## src/rtl/ysyx_22050019_stage_buf.sv

```systemverilog
`default_nettype none
// +--------------------------------------------------------------------------+
// | Module   : ysyx_22050019_stage_buf                                       |
// | Brief    : valid/ready pipeline-stage buffer with bubble zeroing and a   |
// |            saturating back-pressure counter. Define                      |
// |            YSYX_22050019_STAGE_SKID_EN for a 2-entry skid buffer with a  |
// |            registered in_ready_o.                                        |
// | Revision : 1.0 - initial release                                         |
// +--------------------------------------------------------------------------+
module ysyx_22050019_stage_buf #(
  parameter int PC_W   = 64,
  parameter int INST_W = 32,
  parameter int CNT_W  = 16
) (
  input  logic              clk,
  input  logic              rst_n,
  input  logic              in_valid_i,
  output logic              in_ready_o,
  input  logic [PC_W-1:0]   pc_i,
  input  logic [INST_W-1:0] inst_i,
  input  logic              flush_i,
  output logic              out_valid_o,
  input  logic              out_ready_i,
  output logic [PC_W-1:0]   pc_o,
  output logic [INST_W-1:0] inst_o,
  output logic [CNT_W-1:0]  bp_cnt_o
);

  localparam logic [1:0] c_EMPTY = 2'd0;
  localparam logic [1:0] c_FULL  = 2'd1;
`ifdef YSYX_22050019_STAGE_SKID_EN
  localparam logic [1:0] c_SKID  = 2'd2;
`endif
  localparam logic [CNT_W-1:0] c_CNT_MAX = '1;

  logic [1:0]        r_state;
  logic [1:0]        w_state_nxt;
  logic              w_out_valid;
  logic              w_in_ready;
  logic              w_accept;
  logic              w_fire;
  logic [PC_W-1:0]   r_main_pc;
  logic [INST_W-1:0] r_main_inst;
`ifdef YSYX_22050019_STAGE_SKID_EN
  logic [PC_W-1:0]   r_skid_pc;
  logic [INST_W-1:0] r_skid_inst;
`endif
  logic [CNT_W-1:0]  r_bp_cnt;

  assign w_accept = in_valid_i && w_in_ready;
  assign w_fire   = w_out_valid && out_ready_i;

  always_ff @(posedge clk or posedge rst_n) begin
    if (rst_n) begin
      r_state <= c_EMPTY;
    end else begin
      r_state <= w_state_nxt;
    end
  end

  always_comb begin
    w_state_nxt = r_state;
    if (flush_i) begin
      w_state_nxt = c_EMPTY;
    end else begin
      case (r_state)
        c_EMPTY: if (w_accept) w_state_nxt = c_FULL;
`ifdef YSYX_22050019_STAGE_SKID_EN
        c_FULL: begin
          if (w_accept && !w_fire)      w_state_nxt = c_SKID;
          else if (!w_accept && w_fire) w_state_nxt = c_EMPTY;
        end
        c_SKID:  if (w_fire) w_state_nxt = c_FULL;
`else
        // Accepting while FULL always coincides with a fire, so FULL is kept.
        c_FULL:  if (!w_accept && w_fire) w_state_nxt = c_EMPTY;
`endif
        default: w_state_nxt = c_EMPTY;
      endcase
    end
  end

  always_comb begin
    w_out_valid = (r_state != c_EMPTY);
`ifdef YSYX_22050019_STAGE_SKID_EN
    w_in_ready  = (r_state != c_SKID);
`else
    w_in_ready  = !w_out_valid || out_ready_i;
`endif
    out_valid_o = w_out_valid;
    in_ready_o  = w_in_ready;
    pc_o        = w_out_valid ? r_main_pc : '0;
    inst_o      = w_out_valid ? r_main_inst : '0;
    bp_cnt_o    = r_bp_cnt;
  end

  always_ff @(posedge clk or posedge rst_n) begin
    if (rst_n) begin
      r_main_pc   <= '0;
      r_main_inst <= '0;
`ifdef YSYX_22050019_STAGE_SKID_EN
      r_skid_pc   <= '0;
      r_skid_inst <= '0;
`endif
    end else if (flush_i) begin
      r_main_pc   <= '0;
      r_main_inst <= '0;
`ifdef YSYX_22050019_STAGE_SKID_EN
      r_skid_pc   <= '0;
      r_skid_inst <= '0;
`endif
    end else begin
      case (r_state)
        c_EMPTY: begin
          if (w_accept) begin
            r_main_pc   <= pc_i;
            r_main_inst <= inst_i;
          end
        end
        c_FULL: begin
          if (w_accept && w_fire) begin
            r_main_pc   <= pc_i;
            r_main_inst <= inst_i;
`ifdef YSYX_22050019_STAGE_SKID_EN
          end else if (w_accept) begin
            r_skid_pc   <= pc_i;
            r_skid_inst <= inst_i;
`endif
          end else if (w_fire) begin
            r_main_pc   <= '0;
            r_main_inst <= '0;
          end
        end
`ifdef YSYX_22050019_STAGE_SKID_EN
        c_SKID: begin
          if (w_fire) begin
            r_main_pc   <= r_skid_pc;
            r_main_inst <= r_skid_inst;
            r_skid_pc   <= '0;
            r_skid_inst <= '0;
          end
        end
`endif
        default: ;
      endcase
    end
  end

  // Stall counter deliberately ignores flush_i; only reset clears it.
  always_ff @(posedge clk or posedge rst_n) begin
    if (rst_n) begin
      r_bp_cnt <= '0;
    end else if (w_out_valid && !out_ready_i && (r_bp_cnt != c_CNT_MAX)) begin
      r_bp_cnt <= r_bp_cnt + 1'b1;
    end
  end

endmodule
`default_nettype wire

```

## config.mk

```make
export PLATFORM = sky130hd
export DESIGN_NAME = ysyx_22050019_stage_buf
export DESIGN_NICKNAME = d
export VERILOG_FILES = /design/src/rtl/ysyx_22050019_stage_buf.sv
export SDC_FILE = /design/constraint.sdc
export NUM_CORES = 1
export LEC_CHECK = 0
export ABC_CLOCK_PERIOD_IN_PS = 6300
export BUFFER_PORTS_ARGS = -buffer_cell sky130_fd_sc_hd__buf_2
export CAP_MARGIN = 40
export CORE_MARGIN = 5
export CORE_UTILIZATION = 50
export CTS_CLUSTER_SIZE = 40
export DETAILED_ROUTE_END_ITERATION = 16
export HOLD_SLACK_MARGIN = 0.08
export PLACE_DENSITY = 0.83
export SYNTH_ARGS = -nofsm -noshare
export SYNTH_HDL_FRONTEND = slang
export SYNTH_SLANG_ARGS = --single-unit
```

## constraint.sdc

```tcl
create_clock -name clk -period 6.3 [get_ports clk]
set_input_delay 0.63 -clock clk [delete_from_list [all_inputs] [get_ports clk]]
set_output_delay 0.63 -clock clk [all_outputs]
set_load 0.01 [all_outputs]
```

==> results.json, run 1 <==
{
  "status": "finished, final reports clean",
  "track_usage": 0.223,
  "yosysUniqueCellTypes": 32,
  "io_buffers": 214,
  "numCtsBuffers": 17,
  "arrival_ns": 2.26,
  "dieWidth_um": 112,
  "worst_pin_slew_ns": 0.769,
  "rsz0062_at_grt": "no",
  "fmax_mhz": 346,
  "io-pin-count": 215,
  "gp_congestion": 0.892,
  "finalNetCount": 800,
  "drc": 0,
  "yosys_register_bits": 113,
  "vias": 4531,
  "clockBufferDepth": 2,
  "power_density_nw_per_um2": 299,
  "htreeDepth": 4,
  "skew_ns": 0.00523,
  "overflow": 0,
  "async_flop_share": 1.00,
  "setup_tns_ns": 0,
  "setup_viol": 0,
  "grt_max_degree": 61,
  "via_per_inst": 5.35,
  "cts_tree": "done",
  "syn_area_um2": 5190,
  "start_kind": "register",
  "clock-sinks": 113,
  "num_antenna_cells": 0,
  "crit_fanout": 54,
  "synthesis.nets": 605,
  "hold_viol": 0,
  "fp-row-count": 37,
  "cts-root-buf": "clkbuf_8",
  "cp-end-kind": "primary output",
  "maxCapViolCount": 0,
  "antenna_found_initial": 0,
  "postCtsHoldBufs": 0,
  "final-seq-area_um2": 2830,
  "required_ns": 5.67,
  "slowest_stage": "dfrtp_2",
  "antenna_left": 0,
  "synth-edff-count": 0,
  "path_cells": "buf_4 -> and2b_4 -> inv_2 -> buf_2",
  "ir_drop_v": 0.000186,
  "fp.dieH_um": 112,
  "p_leak_uw": 0.00364,
  "cts.clk_slew.worst_paths_ns": 0.05,
  "coreArea_um2": 10200,
  "start_util": 0.508,
  "ys_seq_area_frac": 0.545,
  "cp_slowest_stage_delay_ns": 0.80,
  "timing.final.crit_period_ns": 2.89,
  "synth_flop_cell": "dfrtp_1",
  "worstSkewPairLatency_ns": 0.51,
  "multiInputGateArea_um2": 2140,
  "rrSetupSlack_ns": 3.66,
  "dp.cells": 815,
  "drt_first_pass_iters": 5,
  "fillerInstances": 782,
  "holdCritPathClass": "input port to asynchronous set/reset pin",
  "worst-setup-path-type": "register to primary output",
  "drv_slew": 0,
  "avgSynthCellArea_um2": 10.3,
  "first_iter_violations": 330,
  "netlist_instances": 503,
  "post_cts_resized": 0,
  "period_share": 0.459,
  "slew_headroom": 0.488,
  "dieArea_um2": 12500,
  "yosysWarnings": 0,
  "cts_setup_buffers": 0,
  "grt_first_pass_wirelength_um": 22900,
  "grt_pass1_vias": 4537,
  "instances_no_fill": 847,
  "routed_wl_um": 13900,
  "syn2layout_area_growth_pct": 33.4,
  "final_layout_size_suffix_gt1_frac": 0.380,
  "hpwl_um": 9430,
  "wl_per_cell_um": 16.4
}
## per-stage QoR
| step | hold slack (ns) | power (µW) | area [µm²] | util | setup WS, ns |
|---|---|---|---|---|---|
| after floorplan | 0.483 | 974 | 5190 | - | 2.68 |
| after global placement | 0.482 | 1060 | 6260 | 0.612 | 3.67 |
| after detailed placement | 0.501 | 1070 | 6300 | 0.616 | 3.65 |
| after CTS | 0.232 | 2090 | 6930 | 0.677 | 3.33 |
| after global routing | 0.260 | 2170 | 6930 | 0.677 | 3.19 |
| final | 0.215 | 2070 | 6930 | 0.677 | 3.41 |
## path summary, 6_finish.rpt
kind / cells past startpoint / to / from
max: 4 / in_ready_o / r_state[0]$_DFFE_PP0P_
max reg2reg: 7 / r_main_inst[18]$_DFFE_PP0P_ / r_state[0]$_DFFE_PP0P_
min in group clk: 3 / r_main_pc[6]$_DFFE_PP0P_ / pc_i[6]
min reg2reg: 2 / r_main_pc[12]$_DFFE_PP0P_ / r_main_pc[12]$_DFFE_PP0P_
max in group asynchronous: 3 / r_state[0]$_DFFE_PP0P_ / rst_n
min: 2 / r_main_pc[1]$_DFFE_PP0P_ / rst_n
## area by class of cell
cell class	count	area share
clock buffers	20	0.0629
flip-flops and latches	113	0.408
inverters	3	0.00199
well taps	136	0.0246
clock inverters	12	0.0271
multi-input cells	342	0.309
repair buffers	221	0.166
## layer usage
metal	GRT usage	share of wire
met1	0.295	0.42
met2	0.351	0.49
met3	0.0772	0.085
met4	0.0641	0.011
met5	0	0
## cells in the mapped netlist (4+ instances only)
library cell | count | area [µm²]
xnor2_1 | 11 | 96.3
nand4_1 | 5 | 31.3
nor2_1 | 100 | 375
buf_6 | 5 | 56.3
a22oi_1 | 86 | 646
and2_1 | 97 | 607
clkbuf_1 | 26 | 97.6
a22oi_2 | 10 | 125
nand3_1 | 6 | 30.0
buf_2 | 11 | 55.1
dfrtp_1 | 113 | 2830
nand2_1 | 4 | 15.0
## cells by family after synthesis
family          Yosys count  synth area share
mux                       4           0.00819
buf+inv                  48            0.0460
fa+ha+maj                 1           0.00241
xor+xnor                 12            0.0202
flops                   113             0.545
compound gates          102             0.158
simple gates            223             0.221
## state kept, by name, indices dropped and copies added, names as in the netlist
name,count
r_main_pc,64
r_state,1
r_main_inst,32
bp_cnt_o,16
## power by group
part / total [µW] / switching, µW / internal (µW)
combinational: 243 / 136 / 106
clock: 1010 / 322 / 687
sequential: 818 / 42.2 / 776
## worst max-delay path, delay by kind of cell, from the launching register on
kind	cells	cell delay, ns
buffers and inverters	3	0.66
and+or+nand+nor	1	0.25
DFF	1	0.80
## cells in the final DEF, fill, tap and decap left out, types with 2 or more instances in the layout
master | synthesis | layout
clkbuf_1 | 26 | 2
buf_12 | 0 | 2
and3_1 | 3 | 3
a22oi_2 | 10 | 10
buf_2 | 11 | 214
buf_4 | 2 | 5
clkbuf_16 | 0 | 16
and2_1 | 97 | 96
nor2_1 | 100 | 100
dfrtp_1 | 113 | 112
bufinv_16 | 0 | 5
xnor2_1 | 11 | 11
nand4_1 | 5 | 5
a22oi_1 | 86 | 86
clkinv_2 | 0 | 6
nand2b_1 | 2 | 2
nand2_1 | 4 | 4
a21oi_1 | 2 | 2
and4_1 | 3 | 3
clkbuf_8 | 0 | 2
nand3_1 | 6 | 6
Power figures use the tool's default switching activity.
==> inputs of run 2 (changes only) <==
ABC_AREA = 1   (was unset)
ABC_CLOCK_PERIOD_IN_PS = 2350   (was 6300)
CORE_UTILIZATION = 45   (was 50)
PLACE_DENSITY = 0.77   (was 0.83)
clock period = 2.35 ns   (was 6.3 ns; I/O delays follow)
==> results.json, run 2 <==
{
  "drv_slew": 0,
  "cp-end-kind": "primary output",
  "yosys_register_bits": 113,
  "avgSynthCellArea_um2": 8.31,
  "path_cells": "buf_4 -> nand2_1 -> inv_1 -> buf_2",
  "dieWidth_um": 122,
  "slew_headroom": 0.540,
  "hold_depth": 3,
  "rsz0062_at_grt": "no",
  "period_share": 0.868,
  "finalWorstSetupSlack_ns": 0.311,
  "worstSkewPairLatency_ns": 0.40,
  "netlist.area_leader.share": 0.498,
  "clock-sinks": 113,
  "path_buf_inv": 3,
  "cts.clk_slew.worst_paths_ns": 0.05,
  "netlist_top_cells_area": "dfrtp_1 (50%), a32oi_1 (15%), nand2_1 (10%)",
  "cts-root-buf": "clkbuf_16",
  "antenna_left": 0,
  "p_leak_uw": 0.00445,
  "clockBufferDepth": 2,
  "yosysUniqueCellTypes": 24,
  "start_kind": "register",
  "ys_seq_area_frac": 0.498,
  "layout_commonest_cell": "buf_2",
  "synthTopCellsByCount": "nand2_1 (152), nor2_1 (114), dfrtp_1 (113)",
  "vias": 5485,
  "antenna_found_initial": 1,
  "drc": 0,
  "hpwl_um": 10600,
  "holdCritPathClass": "input port to register",
  "crit_fanout": 63,
  "fp.dieH_um": 122,
  "synthesis.nets": 785,
  "setup_tns_ns": 0,
  "htreeDepth": 4,
  "worst_hold_startpoint": "inst_i[7]",
  "post-place-ws_ns": 0.524,
  "drt_first_pass_iters": 4,
  "ir_drop_v": 0.000601,
  "dieArea_um2": 15000,
  "yosysWarnings": 0,
  "worst-setup-path-type": "register to primary output",
  "synth_flop_cell": "dfrtp_1",
  "top_register": "r_main_pc",
  "coreArea_um2": 12500,
  "status": "finished, final reports clean",
  "finalNetCount": 975,
  "via_per_inst": 5.18,
  "rr_worst_depth": 6,
  "slowest_stage": "buf_4",
  "grt_max_degree": 98,
  "maxCapViolCount": 0,
  "largest_register_ffs": 64,
  "syn2layout_area_growth_pct": 32.5,
  "arrival_ns": 1.80,
  "syn_area_um2": 5670,
  "power_density_nw_per_um2": 772,
  "worst-path-stages": 4,
  "numCtsBuffers": 17,
  "worst_pin_slew_ns": 0.690,
  "cp_slowest_stage_delay_ns": 0.56,
  "required_ns": 2.12,
  "grt_pass1_vias": 5135,
  "rrSetupSlack_ns": 0.54,
  "grt_first_pass_wirelength_um": 25800,
  "startpoint": "r_state[0]$_DFFE_PP0P_",
  "timing.final.crit_period_ns": 2.04,
  "synth_top_cell_by_area": "dfrtp_1",
  "fillerInstances": 1157,
  "io-pin-count": 215,
  "setup_viol": 0,
  "track_usage": 0.218,
  "skew_ns": 0.00488,
  "gp_congestion": 0.831,
  "fp-row-count": 41,
  "reg2reg_from": "bp_cnt_o[0]$_DFFE_PP0P_",
  "critPathTopFamily": "buffers and inverters",
  "fmax_mhz": 490,
  "wl_per_cell_um": 15.2,
  "routed_wl_um": 16100,
  "holdWs_ns": 0.103,
  "netlist_instances": 683,
  "synth-edff-count": 0,
  "final_cell_mix": "buf_2 (213), nand2_1 (152), nor2_1 (114), dfrtp_1 (112), inv_1 (110)",
  "io_buffers": 214,
  "async_flop_share": 1.00,
  "final_layout_size_suffix_gt1_frac": 0.306,
  "start_util": 0.455,
  "overflow": 0,
  "hold_viol": 0,
  "first_iter_violations": 453,
  "yosysMostFrequentCell": "nand2_1",
  "cts_tree": "done",
  "cts_setup_buffers": 0
}
## run 2: cell types whose count changed after synthesis, sizes merged, moves of 4 or more
cell    previous run  this run
o21ai              1        12
inv                3       111
nand2              4       155
xnor2             11         4
a22oi             96         0
buf               19        33
a32oi              0        96
and2              97         0
clkbuf            26        22
nor2             100       118
## run 2: what timing repair did
item | in CTS | in global routing
hold buffers | 1 | 0
gates resized for setup | 0 | 0
endpoints found under the hold margin | 22 | 0
## run 2: cell type report
type,count,area [µm²],area share
clock buffer,22,464,0.0617
timing repair buffer,226,1240,0.165
sequential,113,2830,0.377
multi-input combinational,404,2160,0.288
inverter,111,420,0.0559
clock inverter,10,181,0.0241
antenna,1,2.50,0.000333
tap,172,215,0.0286
## run 2: path summary, 6_finish.rpt
| kind | to |
|---|---|
| min in group asynchronous | r_main_pc[46]$_DFFE_PP0P_ |
| setup reg to reg | bp_cnt_o[5]$_DFFE_PP0P_ |
| hold / removal | r_main_inst[7]$_DFFE_PP0P_ |
| setup / recovery | pc_o[59] |
| hold reg to reg | r_main_pc[58]$_DFFE_PP0P_ |
| max in group asynchronous | r_main_pc[3]$_DFFE_PP0P_ |
## run 2: cells by family after synthesis
kind of cell,count (synthesis),synth area share
flops,113,0.498
xor+xnor,6,0.00926
compound gates,108,0.165
simple gates,289,0.205
buf+inv,166,0.120
fa+ha+maj,1,0.00221
## run 2: layer usage
layer	global-route usage	routed length, µm	vias to the layer above
met4	0.0987	405	0
met2	0.337	7770	235
met3	0.0475	1080	34
li1	-	-	2624
met1	0.295	6860	2592
met5	0	0	-
## run 2: worst min-delay path, stage by stage
cell	delay, ns
buf_2	0.07
a32oi_1	0.08
nor2_1	0.07
## run 2: power by group
part / leakage, µW / internal, µW / switching (µW)
Clock: 0.000314 / 1930 / 867
Sequential: 0.00151 / 2090 / 131
Combinational: 0.00263 / 313 / 472
## run 2: per-stage QoR
stage | area, µm² | util | power [µW] | std cells
6_report | 7520 | 0.603 | 5800 | 1059
5_1_grt | 7520 | 0.603 | 6060 | 1059
4_1_cts | 7520 | 0.603 | 5860 | 1058
3_5_place_dp | 6860 | 0.550 | 3040 | 1025
3_3_place_gp | 6860 | 0.550 | 3030 | 1025
2_1_floorplan | 5680 | - | 2730 | 683
==> inputs of run 3 (changes only) <==
CELL_PAD_IN_SITES_DETAIL_PLACEMENT = 0   (was unset)
CELL_PAD_IN_SITES_GLOBAL_PLACEMENT = 1   (was unset)
CORE_UTILIZATION = 32   (was 45)
PLACE_DENSITY = unset   (was 0.77)
PLACE_DENSITY_LB_ADDON = 0.1   (was unset)
==> results.json, run 3 (synthesis results as in run 2) <==
{
  "status": "finished, final reports clean",
  "worst_hold_startpoint": "pc_i[48]",
  "holdCritPathClass": "input port to register",
  "drt_first_pass_iters": 5,
  "sw_frac_of_total": 0.273,
  "arrival_ns": 1.91,
  "setup_viol": 0,
  "hold_depth": 3,
  "power.net_switching_uw": 1500,
  "worstSkewPairLatency_ns": 0.41,
  "start_util": 0.327,
  "seq_power_share": 0.405,
  "rr_worst_depth": 5,
  "slew_headroom": 0.581,
  "track_usage": 0.171,
  "final_cell_mix": "buf_2 (213), nand2_1 (152), nor2_1 (114), dfrtp_1 (112), inv_1 (110)",
  "finalPower_uw": 5490,
  "gp_congestion": 0.792,
  "antenna_found_initial": 1,
  "multiInputGateArea_um2": 2160,
  "routed_wl_um": 17800,
  "holdWs_ns": 0.103,
  "io-pin-count": 215,
  "drc": 0,
  "cts-root-buf": "clkbuf_16",
  "final_layout_size_suffix_gt1_frac": 0.306,
  "dieWidth_um": 143,
  "start_kind": "register",
  "clock-sinks": 113,
  "cts_setup_buffers": 0,
  "fp.dieH_um": 143,
  "period_share": 0.911,
  "syn2layout_area_growth_pct": 31.5,
  "setup_tns_ns": 0,
  "first_iter_violations": 398,
  "cts_tree": "done",
  "power_density_nw_per_um2": 736,
  "cts.clk_slew.worst_paths_ns": 0.05,
  "finalWorstSetupSlack_ns": 0.210,
  "numCtsBuffers": 17,
  "fillerInstances": 1814,
  "htreeDepth": 4,
  "rsz0062_at_grt": "no",
  "layout_commonest_cell": "buf_2",
  "post-place-ws_ns": 0.391,
  "skew_ns": 0.00868,
  "crit_fanout": 49,
  "io_buffers": 214,
  "timing.final.crit_period_ns": 2.14,
  "antenna_left": 0,
  "power.internal_uw": 3990,
  "cp-end-kind": "primary output",
  "hpwl_um": 11600,
  "maxCapViolCount": 0,
  "overflow": 0,
  "grt_first_pass_wirelength_um": 28000,
  "hold_viol": 0,
  "via_per_inst": 4.83,
  "worst-setup-path-type": "register to primary output",
  "clockBufferDepth": 2,
  "required_ns": 2.12,
  "coreArea_um2": 17400,
  "reg2reg_from": "r_state[0]$_DFFE_PP0P_",
  "fmax_mhz": 467,
  "final-seq-area_um2": 2830,
  "vias": 5368,
  "drv_slew": 0,
  "top_register": "r_main_pc",
  "p_leak_uw": 0.00439,
  "startpoint": "r_state[0]$_DFFE_PP0P_",
  "grt_pass1_vias": 5267,
  "grt_max_degree": 114,
  "dieArea_um2": 20500,
  "fp-row-count": 48,
  "ir_drop_v": 0.000452,
  "finalNetCount": 974,
  "wl_per_cell_um": 16.0,
  "largest_register_ffs": 64,
  "p_clk_frac": 0.453,
  "pwr-share-comb": 0.142,
  "worst_pin_slew_ns": 0.628
}
==> run 3: changes by cell type in the layout (fill, tap and decap cells not counted), sizes merged <==
cell,delta
bufinv,-3
clkinvlp,+2
buf,-1
clkinv,+2
diode,+1
clkbuf,-1
==> run 3: metal layers <==
layer	track usage	part of all wire	up-vias
met2	0.274	0.48	155
li1	-	-	2619
met1	0.228	0.44	2579
met4	0.0530	0.0088	2
met3	0.0442	0.068	13
met5	0	0.00039	-
==> run 3: worst max-delay path: stages, from the launching register on <==
cell	delay (ns)
dfrtp_4	0.61
buf_4	0.51
nand2_1	0.12
inv_1	0.09
buf_2	0.13
==> run 3: repair_timing <==
item | 4_1_cts | 5_1_grt
setup endpoints to repair | 0 | 0
gates resized for setup | 0 | 0
hold buffers | 1 | 0
hold endpoints to repair | 113 | 0
==> run 3: final cells by class <==
cell class	instances	area share
Timing Repair Buffer	225	0.159
Clock buffer	21	0.0617
Multi-Input combinational cell	404	0.290
Clock inverter	11	0.0151
Tap cell	225	0.0378
Sequential cell	113	0.380
Inverter	111	0.0564
Antenna cell	2	0.000671
==> run 3: final timing paths <==
kind	end	slack, ns
max	pc_o[3]	0.21
min	r_main_pc[48]$_DFFE_PP0P_	0.10
max reg2reg	r_main_pc[22]$_DFFE_PP0P_	0.39
min reg2reg	r_main_pc[30]$_DFFE_PP0P_	0.51
max in group asynchronous	r_state[0]$_DFFE_PP0P_	1.24
min in group asynchronous	r_main_pc[5]$_DFFE_PP0P_	0.57
==> run 3: power by group through the flow <==
stage	sequential [µW]	clock, µW	combinational, µW
after floorplan	2240	0	492
after global placement	2250	0	779
after detailed placement	2250	0	791
after CTS	2220	2550	794
after global routing	2250	2650	880
final	2220	2490	781
==> run 3: per-stage QoR <==
stage                     std cells   util  cell area [µm²]
after global routing           1110  0.429             7450
after CTS                      1110  0.429             7450
final                          1112  0.430             7460
after global placement         1077  0.396             6870
after detailed placement       1077  0.396             6870
after floorplan                 683      -             5680
